===== config.mk =====
export PLATFORM = sky130hd
export DESIGN_NAME = keypad_scanner_flat
export DESIGN_NICKNAME = d
export VERILOG_FILES = /design/src/rtl/keypad_scanner_if.sv /design/src/rtl/keypad_scanner.sv /design/src/flat_wrapper.sv
export SDC_FILE = /design/constraint.sdc
export NUM_CORES = 1
export LEC_CHECK = 0
export BUFFER_PORTS_ARGS = -buffer_cell sky130_fd_sc_hd__buf_4
export CAP_MARGIN = 20
export CORE_MARGIN = 2
export CORE_UTILIZATION = 30
export CTS_CLUSTER_DIAMETER = 120
export DETAILED_ROUTE_END_ITERATION = 10
export RECOVER_POWER = 25
export SLEW_MARGIN = 40
export SYNTH_ARGS = -nofsm -noshare
export SYNTH_HDL_FRONTEND = slang
export SYNTH_SLANG_ARGS = --single-unit
export TNS_END_PERCENT = 1

===== constraint.sdc =====
create_clock -name clk -period 7.2 [get_ports clk]
set_input_delay 0.72 -clock clk [delete_from_list [all_inputs] [get_ports clk]]
set_output_delay 0.72 -clock clk [all_outputs]
set_load 0.1 [all_outputs]

===== src/rtl/keypad_scanner_if.sv =====
// Keypad-side signal bundle: column drive and row sense toward the matrix,
// plus the validated key event toward application logic.
interface keypad_scanner_if;
  logic [3:0] row;
  logic [3:0] col;
  logic [3:0] key_code;
  logic       key_valid;
  logic       key_held;

  modport master (
    input  row,
    output col,
    output key_code,
    output key_valid,
    output key_held
  );

  modport slave (
    output row,
    input  col,
    input  key_code,
    input  key_valid,
    input  key_held
  );
endinterface


===== src/rtl/keypad_scanner.sv =====
// 4x4 matrix keypad scanner: one-cold column strobe, synchronized row sense,
// whole-keypad snapshot debounce and one key_valid pulse per accepted key.
module keypad_scanner #(
  parameter int SCAN_DIV       = 50000,
  parameter int DEBOUNCE_SCANS = 4
) (
  input  logic             clk,
  input  logic             reset,
  keypad_scanner_if.master bus
);

  localparam int DW = $clog2(SCAN_DIV);
  localparam int MW = $clog2(DEBOUNCE_SCANS + 1);
  localparam logic [DW-1:0] DWELL_LAST = DW'(SCAN_DIV - 1);
  localparam logic [MW-1:0] MATCH_MAX  = MW'(DEBOUNCE_SCANS);
  localparam logic [MW-1:0] MATCH_ONE  = MW'(1);

  typedef enum logic [1:0] {
    CAND_NONE,
    CAND_KEY,
    CAND_MULTI
  } cand_kind_t;

  typedef struct packed {
    cand_kind_t kind;
    logic [3:0] idx;
  } cand_t;

  logic [3:0]    r_rowMeta;
  logic [3:0]    r_rowSync;
  logic [DW-1:0] r_dwell;
  logic [1:0]    r_colIdx;
  logic [15:0]   r_snap;
  cand_t         r_prevCand;
  cand_t         r_stable;
  logic [MW-1:0] r_match;
  logic [3:0]    r_keyCode;
  logic          r_keyValid;

  logic          w_lastDwell;
  logic          w_scanEnd;
  logic [15:0]   w_snapFull;
  cand_t         w_cand;
  logic [MW-1:0] w_nextMatch;
  logic          w_accept;

  assign w_lastDwell = (r_dwell == DWELL_LAST);
  assign w_scanEnd   = w_lastDwell && (r_colIdx == 2'd3);

  // Merge the active column's rows into the snapshot so the column-3 sample
  // is classified in the same cycle it is taken.
  always_comb begin
    w_snapFull = r_snap;
    for (int r = 0; r < 4; r++) begin
      w_snapFull[{2'(r), r_colIdx}] = ~r_rowSync[r];
    end
  end

  always_comb begin
    w_cand.kind = CAND_NONE;
    w_cand.idx  = '0;
    for (int k = 0; k < 16; k++) begin
      if (w_snapFull[k]) begin
        if (w_cand.kind == CAND_NONE) begin
          w_cand.kind = CAND_KEY;
          w_cand.idx  = 4'(k);
        end else begin
          w_cand.kind = CAND_MULTI;
          w_cand.idx  = '0;
        end
      end
    end
  end

  // Non-key candidates carry idx 0, so whole-struct equality is exact.
  always_comb begin
    w_nextMatch = MATCH_ONE;
    if (w_cand == r_prevCand) begin
      w_nextMatch = (r_match == MATCH_MAX) ? r_match : r_match + MATCH_ONE;
    end
    w_accept = w_scanEnd && (w_nextMatch == MATCH_MAX) && (w_cand != r_stable);
  end

  always_ff @(posedge clk) begin
    if (!reset) begin
      r_rowMeta       <= 4'hF;
      r_rowSync       <= 4'hF;
      r_dwell         <= '0;
      r_colIdx        <= 2'd0;
      r_snap          <= '0;
      r_prevCand.kind <= CAND_NONE;
      r_prevCand.idx  <= '0;
      r_stable.kind   <= CAND_NONE;
      r_stable.idx    <= '0;
      r_match         <= '0;
      r_keyCode       <= 4'd0;
      r_keyValid      <= 1'b0;
    end else begin
      r_rowMeta  <= bus.row;
      r_rowSync  <= r_rowMeta;
      r_keyValid <= 1'b0;
      if (w_lastDwell) begin
        r_dwell  <= '0;
        r_colIdx <= r_colIdx + 2'd1;
        r_snap   <= w_snapFull;
      end else begin
        r_dwell <= r_dwell + DW'(1);
      end
      if (w_scanEnd) begin
        r_prevCand <= w_cand;
        r_match    <= w_nextMatch;
      end
      if (w_accept) begin
        r_stable <= w_cand;
        if (w_cand.kind == CAND_KEY) begin
          r_keyCode  <= w_cand.idx;
          r_keyValid <= 1'b1;
        end
      end
    end
  end

  assign bus.col       = ~(4'b0001 << r_colIdx);
  assign bus.key_code  = r_keyCode;
  assign bus.key_valid = r_keyValid;
  assign bus.key_held  = (r_stable.kind == CAND_KEY);

endmodule


===== src/flat_wrapper.sv =====
// flat-port wrapper written by rule: the top's interface ports become plain ports
module keypad_scanner_flat 
#(
  parameter int SCAN_DIV       = 50000,
  parameter int DEBOUNCE_SCANS = 4
)
  (clk, reset, bus_row, bus_col, bus_key_code, bus_key_valid, bus_key_held);
  keypad_scanner_if bus_i ();
  input  logic clk;
  input  logic reset;
  input wire logic [$bits(bus_i.row)-1:0] bus_row;
  output wire logic [$bits(bus_i.col)-1:0] bus_col;
  output wire logic [$bits(bus_i.key_code)-1:0] bus_key_code;
  output wire logic [$bits(bus_i.key_valid)-1:0] bus_key_valid;
  output wire logic [$bits(bus_i.key_held)-1:0] bus_key_held;
  assign bus_i.row = bus_row;
  assign bus_col = bus_i.col;
  assign bus_key_code = bus_i.key_code;
  assign bus_key_valid = bus_i.key_valid;
  assign bus_key_held = bus_i.key_held;
  keypad_scanner #(.SCAN_DIV(SCAN_DIV), .DEBOUNCE_SCANS(DEBOUNCE_SCANS)) u_core (.clk(clk), .reset(reset), .bus(bus_i));
endmodule

==> results.toml, run 1 <==
[run_status]
status = "finished, violations left"
failed_checks = "max-capacitance violations, max-slew violations"

[critical_path]
r2r_cells = 18
endpoint_kind = "register"
r2r-start = "u_core.r_colIdx[0]$_SDFFE_PN0P_"
slowest_delay_ns = 0.60
worstSetupPathType = "register to register"
path_cells = "inv_1 > ha_1 > nor2_1 > a21oi_1 > inv_1 > ha_1 > nand2b_1 > a21oi_2 > a41oi_2 > or2_1 > nor3_2 > a22oi_1 > or4_1 > a21oi_1 > nor2_1 > nor4_4 > and4b_1 > mux2i_1"
worstPathRequired_ns = 7.45
crit_path_max_fanout = 15
crit_path_start_kind = "register"
r2r_slack_ns = 1.96
worst-path-buf-inv = 2
r2r-end = "u_core.bus.key_code[3]$_SDFFE_PN0P_"
cpLargestDelayFamily = "simple AND/OR/NAND/NOR gates"
critical-path-slowest-cell = "or4_1"
critPathArrivalTime_ns = 5.50

[power_and_ir_drop]
leakagePower_nw = 1.64
p_int_mw = 0.636
pwr-share-clk_pct = 51.5
finalPower_mw = 0.837
p_per_area_mw_per_mm2 = 185
pwr-share-comb_pct = 6.8
power_switching_mw = 0.201
swShare_pct = 24.0
irDropWorstVdd_mv = 0.106
power_frac_seq_pct = 41.8

[clocking]
cts_setup_buffers = 0
root_buffer = "clkbuf_16"
cts-hold-fix-buffers = 0
clkLatencyLatePin_ns = 0.33
cts_tree = "built"
clkTransAtPathRegs_ns = 0.06
cts-htree-levels = 3
ctsResizeCount = 0
numCtsBuffers = 9
cts_max_path_buffers = 2
clock-sinks = 62

[die]
rows = 42
start_util_pct = 30.6
die_w_um = 120
dieArea_sq_mm = 0.0144
core-area_sq_mm = 0.0132
die_y_um = 120
ioPinCount = 16

[sta]
drv_slew = 54
finalCritPeriodShare_pct = 72.8
hold_viol = 0
fin_setup_tns_ns = 0
maxSlewHeadroom_pct = -29.2
tightest_slew_ns = 1.94
rsz0062_at_grt = "no"
setup_violations = 0
fmax_mhz = 191
fin_crit_ns = 5.24
skew_ns = 0.00584

[job]
drv_cap = 1

[min_path]
min_from = "u_core.r_rowMeta[1]$_SDFF_PN1_"
holdPathStages = 1
holdPathEnd = "u_core.r_rowSync[1]$_SDFF_PN1_"
min_path_type = "register to register"

[detailed_routing]
via_per_inst = 5.27
drc = 0
wire_per_inst_um = 13.8
drt_iter0_drc = 215
drt_first_pass_iters = 5
ant_nets = 0
dr_total_vias = 3670
wirelength_um = 9610

[grt]
grt_max_degree = 54
met2_usage_pct = 21.5
antenna_found_initial = 0
grt-ovfl-total = 0
grt_use_met3_pct = 2.47
grt_pass1_vias = 3382
gr-usage-all-layers_pct = 13.8
grt_pass1_wl_um = 16300
top_usage_layer = "met2"
use_met1_pct = 18.5

[synthesis]
ys_seq_elements = 62
yosys_warnings = 0
ys_async_sr_fraction_pct = 0
yosysSeqAreaShare_pct = 30.8
synth.avg_cell_area_sq_um = 7.84
ys.flop_type = "dfxtp_1"
synth_edf_count = 0
syn-cell-area_sq_mm = 0.00403
synth_nets = 530
synth_cell_types = 77
netlist_instances = 514

[finish]
drive_gt1_share_pct = 9.81
areaGrowthSynthToFinish_pct = 12.2
diodes = 0
nets = 531

[placed_design]
port_buffers = 15
gp_congestion = 0.884
dp_hpwl_um = 7090
[sequential cells by signal, indices dropped and copies added, names as in the netlist]
signal / flops
u_core.bus.key_code: 4
u_core.r_dwell: 16
u_core.r_match: 3
u_core.bus.key_valid: 1
u_core.r_snap: 16
u_core.r_colIdx: 2
u_core.r_rowSync: 4
u_core.r_rowMeta: 4
u_core.r_prevCand: 6
u_core.r_stable: 6
[stage by stage]
step	instance area (sq um)	worst slack [ns]	hold WS, ns	cells	util (%)
after floorplan	4030	2.75	0.386	514	-
after global placement	4240	2.28	0.388	679	32.1
after detailed placement	4240	2.06	0.393	679	32.1
after CTS	4540	2.02	0.406	695	34.4
after global routing	4520	1.58	0.419	696	34.3
final	4520	1.96	0.404	696	34.3
[layout by cell type (no fill, tap or decap), types with 3 or more instances in the layout]
cell type,n
nand4b_1,3
o21a_1,4
a31oi_1,4
o221ai_1,5
ha_1,10
clkinvlp_4,3
inv_1,14
nor3_1,11
nand4_2,3
nor4b_1,4
xor2_1,12
o21ai_1,4
and3_1,5
mux2i_1,9
and2_1,6
nor4_1,5
a21o_1,7
nand4_1,10
clkbuf_16,9
o211ai_1,7
nand3b_1,3
a21boi_0,21
o21ai_0,14
nand2_1,73
a22oi_1,5
xnor2_1,9
or3_1,6
nand2b_1,17
and4_1,5
buf_4,9
a21oi_1,30
or2_1,3
nor2_1,46
clkbuf_1,7
dfxtp_1,62
nand3_1,21
[logic make-up after synthesis]
| kind of cell | synth area share [%] |
|---|---|
| AOI/OAI and AO/OA | 22.5 |
| buffers and inverters | 4.47 |
| DFF | 30.8 |
| xor gates and xnor gates | 4.56 |
| muxes | 2.51 |
| and+or+nand+nor | 32.0 |
| adders and majority gates | 3.10 |
[cell usage after synthesis (all sizes together), types with 3 or more instances]
master	n	area, sq um
xnor2	9	78.8
nand4b	3	26.3
dfxtp	62	1240
a22oi	5	37.5
o211ai	8	65.1
nor3	12	65.1
a21o	7	52.6
or3	6	37.5
buf	9	60.1
o221ai	5	43.8
nand4	13	100
a21oi	31	159
a21boi	21	158
nand3	22	115
and4	6	55.1
nor4b	4	35.0
ha	10	125
nor2	48	185
o221a	3	33.8
o21ai	18	90.1
nor4	6	52.6
clkbuf	17	63.8
mux2i	9	90.1
xor2	12	105
nand3b	3	22.5
inv	15	56.3
or2	5	31.3
and3	5	31.3
o21a	4	30.0
a31oi	4	25.0
and2	8	51.3
nand2b	17	106
a211oi	3	32.5
nand2	74	280
[routing by layer]
layer  part of all wire (%)  vias to the layer above
met2                     46                       86
met4                    1.8                        0
li1                       -                     1866
met1                     48                     1703
met5                      0                        -
met3                    4.4                       15
[how the worst max path moves through the flow]
stage                                                from                             endpoint  slack, ns  depth (start not counted)
after floorplan           u_core.r_colIdx[0]$_SDFFE_PN0P_  u_core.bus.key_code[0]$_SDFFE_PN0P_       2.75                         22
after global placement    u_core.r_colIdx[0]$_SDFFE_PN0P_  u_core.bus.key_code[0]$_SDFFE_PN0P_       2.28                         19
after detailed placement  u_core.r_colIdx[0]$_SDFFE_PN0P_  u_core.bus.key_code[0]$_SDFFE_PN0P_       2.06                         18
after CTS                 u_core.r_colIdx[0]$_SDFFE_PN0P_  u_core.bus.key_code[3]$_SDFFE_PN0P_       2.02                         18
after global routing      u_core.r_colIdx[0]$_SDFFE_PN0P_  u_core.bus.key_code[0]$_SDFFE_PN0P_       1.58                         19
final                     u_core.r_colIdx[0]$_SDFFE_PN0P_  u_core.bus.key_code[3]$_SDFFE_PN0P_       1.96                         18
[power groups by stage]
| stage | combinational (mW) | sequential, mW | clock, mW |
|---|---|---|---|
| CTS | 0.0561 | 0.350 | 0.443 |
| detailed placement | 0.0560 | 0.357 | 0 |
| finish | 0.0566 | 0.350 | 0.431 |
| global route | 0.0627 | 0.350 | 0.459 |
| floorplan | 0.0456 | 0.356 | 0 |
| global placement | 0.0549 | 0.357 | 0 |
[area by class of cell]
| class | instances | area, sq um |
|---|---|---|
| clock buffers | 9 | 225 |
| clock inverters | 7 | 75.1 |
| fillers | 1387 | 8670 |
| inverters | 15 | 56.3 |
| multi-input cells | 411 | 2610 |
| flip-flops and latches | 62 | 1240 |
| well taps | 176 | 220 |
| repair buffers | 16 | 93.8 |
No activity file was read; power rests on OpenSTA's default activity.
==> inputs of run 2 (changes only) <==
- ABC_AREA: default -> 1
- clock period: 7.2 -> 4.2 ns (I/O delays scaled with it)
==> run 2 against run 1 <==
Effect of this change:
- the run now ends clean
- flip-flop and latch count stayed put
- synthesized area decreased by 8.1%
- sequential power rose by 71%
- non-clock buffer count increased by 29
- critical path type unchanged
- highest routed layer unchanged
==> results.toml, run 2 <==
[run_status]
status = "complete, no violations"

[critical_path]
crit_path_max_fanout = 7
slowest_delay_ns = 0.38
crit_path_start_kind = "register"
critical-path-slowest-cell = "dfxtp_4"
critPathArrivalTime_ns = 4.24
worstSetupPathType = "register to register"
r2r-start = "u_core.r_colIdx[0]$_SDFFE_PN0P_"
crit_start = "u_core.r_colIdx[0]$_SDFFE_PN0P_"
worstPathRequired_ns = 4.43
crit_top_cell = "nand2_1"
endpoint_kind = "register"

[sta]
timing.final.ws_setup_ns = 0.185
fmax_mhz = 249
tightest_slew_ns = 1.17
drv_slew = 0
setup_violations = 0
hold_viol = 0
rsz0062_at_grt = "yes"
fin_crit_ns = 4.01
finalCritPeriodShare_pct = 95.6
hold-worst-slack_ns = 0.276
maxSlewHeadroom_pct = 22.3
skew_ns = 0.00530
fin_setup_tns_ns = 0

[die]
core-area_sq_mm = 0.0120
dieArea_sq_mm = 0.0133
die_y_um = 115
die_w_um = 115
ioPinCount = 16
start_util_pct = 30.9
rows = 40

[synthesis]
ys_seq_elements = 62
yosys_warnings = 0
ys_async_sr_fraction_pct = 0
synth.avg_cell_area_sq_um = 6.67
synth_nets = 572
netlist_instances = 556
ys.flop_type = "dfxtp_1"
synth_cell_types = 37
netlist.area_leader.share_pct = 33.5
synth_common_cells = "nand2_1 (142), inv_1 (75), dfxtp_1 (62)"
synth_edf_count = 0
syn-cell-area_sq_mm = 0.00371
synth.most_common_cell = "nand2_1"
synth_area_leaders = "dfxtp_1 (33%), nand2_1 (14%), inv_1 (7.6%)"
synth_top_cell_by_area = "dfxtp_1"
yosysSeqAreaShare_pct = 33.5

[power_and_ir_drop]
power_switching_mw = 0.344
leakagePower_nw = 2.18
p_per_area_mw_per_mm2 = 306
p_int_mw = 1.09
finalPower_mw = 1.44
irDropWorstVdd_mv = 0.246
swShare_pct = 23.9
pwr-share-clk_pct = 50.8
power_frac_seq_pct = 41.5
pwr-share-comb_pct = 7.7

[detailed_routing]
ant_nets = 0
drt_iter0_drc = 148
drc = 0
via_per_inst = 4.79
wl_met3_um = 199
met2_wirelength_um = 4110
wirelength_um = 8540
wire_per_inst_um = 11.4
drt_first_pass_iters = 5
drt-met1-wl_um = 4050
dr_total_vias = 3591
routed.top_layer = "met4"

[clocking]
cts_max_path_buffers = 2
cts-hold-fix-buffers = 0
clkTransAtPathRegs_ns = 0.06
numCtsBuffers = 9
cts_tree = "built"
clock-sinks = 62
root_buffer = "clkbuf_16"
clkLatencyLatePin_ns = 0.33
cts-htree-levels = 3

[placed_design]
post-place-ws_ns = -0.0291
dp_hpwl_um = 5990
port_buffers = 15
gp_congestion = 0.884

[finish]
drive_gt1_share_pct = 23.9
multi_input_area_sq_mm = 0.00230
final_cell_mix = "nand2_1 (124), inv_1 (69), dfxtp_1 (60), a21oi_1 (42), nor2_1 (39)"
nets = 614
fillers = 1236
final_common_cell = "nand2_1"
regArea_sq_mm = 0.00125
areaGrowthSynthToFinish_pct = 26.8
reg_top3 = "u_core.r_dwell x16, u_core.r_snap x16"
diodes = 0

[job]
drv_cap = 0

[grt]
grt_max_degree = 38
antenna_found_initial = 0
gr-usage-all-layers_pct = 13.0
grt-ovfl-total = 0
grt_pass1_vias = 3299
grt_pass1_wl_um = 14200

[min_path]
min_from = "bus_row[0]"
min_path_type = "primary input to register"
[run 2: worst paths after layout]
check / endpoint / slack (ns) / cells after the start
worst max-delay path: u_core.bus.key_code[1]$_SDFFE_PN0P_ / 0.19 / 35
worst min-delay path: u_core.r_rowMeta[0]$_SDFF_PN1_ / 0.28 / 2
worst max register to register: u_core.bus.key_code[1]$_SDFFE_PN0P_ / 0.19 / 35
worst min register to register: u_core.r_rowSync[3]$_SDFF_PN1_ / 0.41 / 1
[run 2: layout make-up]
class                      instances  area share, %
clock buffer                       9           4.79
clock inverter                     7           1.57
inverter                          82           6.76
multi-input combinational        398           49.0
sequential                        62           26.6
tap                              147           3.91
timing repair buffer              45           7.35
[run 2: critical path, delay by kind of cell (launching register included)]
| kind | cells | cell delay, ns |
|---|---|---|
| adder cells (fa/ha/maj) | 2 | 0.31 |
| flip-flops | 1 | 0.38 |
| buffers and inverters | 8 | 0.71 |
| AND/OR/NAND/NOR | 24 | 2.38 |
| AO/OA/AOI/OAI | 1 | 0.12 |
[run 2: what timing repair did]
action,in CTS,in global routing
gates resized for setup,11,67
pin swaps,14,46
buffers inserted,8,9
setup endpoints to repair,6,13
[run 2: cell families (layout without fill, tap and decap cells)]
logic type               Yosys count  after routing  share of synthesized area, %
XOR/XNOR                           4              4                         0.945
buffers and inverters             96            143                          10.4
AO/OA/AOI/OAI                     97             97                          13.7
adder cells (fa/ha/maj)           10             10                          3.38
AND/OR/NAND/NOR                  287            287                          38.1
flip-flops                        62             62                          33.5
[run 2: power by group through the flow]
stage,sequential [mW],combinational [mW],clock (mW)
final,0.597,0.110,0.731
after global routing,0.598,0.124,0.772
after CTS,0.598,0.100,0.748
after detailed placement,0.611,0.0968,0
after global placement,0.611,0.0950,0
after floorplan,0.610,0.0764,0
[run 2: metrics by stage]
step	utilization, %	cells	cell area [sq um]
after CTS	36.7	741	4410
after floorplan	-	556	3710
after detailed placement	33.5	717	4020
after global placement	33.5	717	4020
after global routing	39.1	750	4700
final	39.1	750	4700
[run 2: routing by layer]
layer	GRT usage [%]	vias to the layer above
li1	-	1880
met1	16.3	1647
met4	6.02	0
met2	22.3	48
met3	1.85	16
met5	0	-
==> inputs of run 3 (changes only) <==
- CORE_UTILIZATION: 30 -> 56
- PLACE_DENSITY: default -> 0.76
==> run 3 against run 2 <==
Effect of this change:
- non-clock buffer count is 2 higher
- routed wire length is 1.5% higher
- core utilization is 31 points higher
- first-iteration DRC count is 46% higher
- count of clock-buffer cells in the layout is 1 higher
- critical endpoint is now u_core.r_stable[2]$_SDFFE_PN0P_
- clock skew is 0.0056 ns higher
- fmax is 2.7% lower
- sequential power hardly changed
- clock power is 34% lower
- die area is 45% lower
- highest routed layer unchanged
==> results.toml, run 3 (synthesized netlist as in run 2, its figures left out) <==
[detailed_routing]
wire_per_inst_um = 12.7
drt_first_pass_iters = 4
ant_nets = 0
via_per_inst = 5.35
drc = 0
drt_iter0_drc = 216
wirelength_um = 8670
dr_total_vias = 3656

[die]
die_w_um = 85.4
dieArea_sq_mm = 0.00728
rows = 29
core-area_sq_mm = 0.00639
die_y_um = 85.4
ioPinCount = 16
start_util_pct = 58.0

[finish]
final_cell_mix = "nand2_1 (117), inv_1 (70), dfxtp_1 (60), a21oi_1 (42), nor2_1 (39)"
reg_top3 = "u_core.r_dwell x16, u_core.r_snap x16"
areaGrowthSynthToFinish_pct = 21.5
fillers = 492
final_common_cell = "nand2_1"
regArea_sq_mm = 0.00125
final_cells = 683
nets = 617
diodes = 0
multi_input_area_sq_mm = 0.00232
drive_gt1_share_pct = 25.1
post-route-cell-area_sq_mm = 0.00450

[placed_design]
place_area_sq_mm = 0.00388
gp_congestion = 0.856
place_inst = 640
dp_hpwl_um = 5660
port_buffers = 15

[sta]
hold-worst-slack_ns = 0.255
tightest_slew_ns = 1.16
finalCritPeriodShare_pct = 98.2
hold_viol = 0
maxSlewHeadroom_pct = 22.8
rsz0062_at_grt = "yes"
fin_setup_tns_ns = 0
drv_slew = 0
fmax_mhz = 242
fin_crit_ns = 4.13
setup_violations = 0
skew_ns = 0.0108

[power_and_ir_drop]
finalPower_mw = 1.19
p_per_area_mw_per_mm2 = 265
leakagePower_nw = 2.14
irDropWorstVdd_mv = 0.396

[clocking]
clkTransAtPathRegs_ns = 0.07
cts-htree-levels = 3
cts-hold-fix-buffers = 0
clkLatencyLatePin_ns = 0.35
clock-sinks = 62
cts_max_path_buffers = 2
root_buffer = "clkbuf_8"
cts_tree = "built"
numCtsBuffers = 9

[grt]
grt_pass1_vias = 3311
met2_usage_pct = 39.0
grt_pass1_wl_um = 14400
grt_max_degree = 38
grt-ovfl-total = 0
grt_use_met3_pct = 5.64
antenna_found_initial = 0
use_met1_pct = 31.3
top_usage_layer = "met2"
gr-usage-all-layers_pct = 24.3

[critical_path]
critical-path-slowest-cell = "o311ai_0"
slowest_delay_ns = 0.43
cpLargestDelayFamily = "simple AND/OR/NAND/NOR gates"
crit_path_max_fanout = 5
worstPathRequired_ns = 4.45
worst-path-buf-inv = 6
crit_path_start_kind = "register"
endpoint_kind = "register"
worstSetupPathType = "register to register"
crit_top_cell = "nand2_1"
critPathArrivalTime_ns = 4.37

[min_path]
min_path_type = "primary input to register"

[job]
drv_cap = 0

[run_status]
status = "complete, no violations"
[run 3: area by class of cell]
type                       instances  area share, %
clock buffer                      10           3.06
multi-input combinational        399           51.5
inverter                          82           7.00
tap                               77           2.14
timing repair buffer              47           7.59
clock inverter                     6           1.00
sequential                        62           27.7
[run 3: repair_timing]
action | CTS | global route
pin swaps | 14 | 43
gates cloned | 1 | 0
endpoints found under the hold margin | 0 | 0
setup buffers | 9 | 17
endpoints found under the setup margin | 10 | 14
resized for setup | 16 | 60
[run 3: layer usage]
metal	wire length, um	part of all wire [%]
met5	0	0
met3	307	3.5
met4	207	2.4
met1	4040	47
met2	4110	47
[run 3: worst paths after layout]
kind,from,to,slack [ns],depth (start not counted)
worst max-delay path,u_core.r_colIdx[1]$_SDFFE_PN0P_,u_core.r_stable[2]$_SDFFE_PN0P_,0.07,30
worst max register to register,u_core.r_colIdx[1]$_SDFFE_PN0P_,u_core.r_stable[2]$_SDFFE_PN0P_,0.07,30
worst min-delay path,bus_row[0],u_core.r_rowMeta[0]$_SDFF_PN1_,0.25,2
worst min register to register,u_core.r_rowMeta[3]$_SDFF_PN1_,u_core.r_rowSync[3]$_SDFF_PN1_,0.42,1
[run 3: stage by stage]
| step | utilization, % | setup slack, ns |
|---|---|---|
| finish | 70.5 | 0.0745 |
| global placement | 60.8 | 0.0377 |
| global route | 70.5 | -0.244 |
| detailed placement | 60.8 | -0.121 |
| CTS | 65.7 | 0.0108 |
| floorplan | - | 0.129 |
[run 3: worst register-to-register path: cells and delay by family (launching register included)]
family / cells / cell delay, ns
buf+inv: 6 / 0.54
compound gates: 2 / 0.59
simple gates: 20 / 2.23
fa+ha+maj: 2 / 0.33
flops: 1 / 0.36
[run 3: power by group]
group | switching (mW) | leakage (nW) | internal, mW
clock | 0.249 | 0.0849 | 0.231
sequential | 0.00435 | 0.503 | 0.592
combinational | 0.0722 | 1.55 | 0.0434
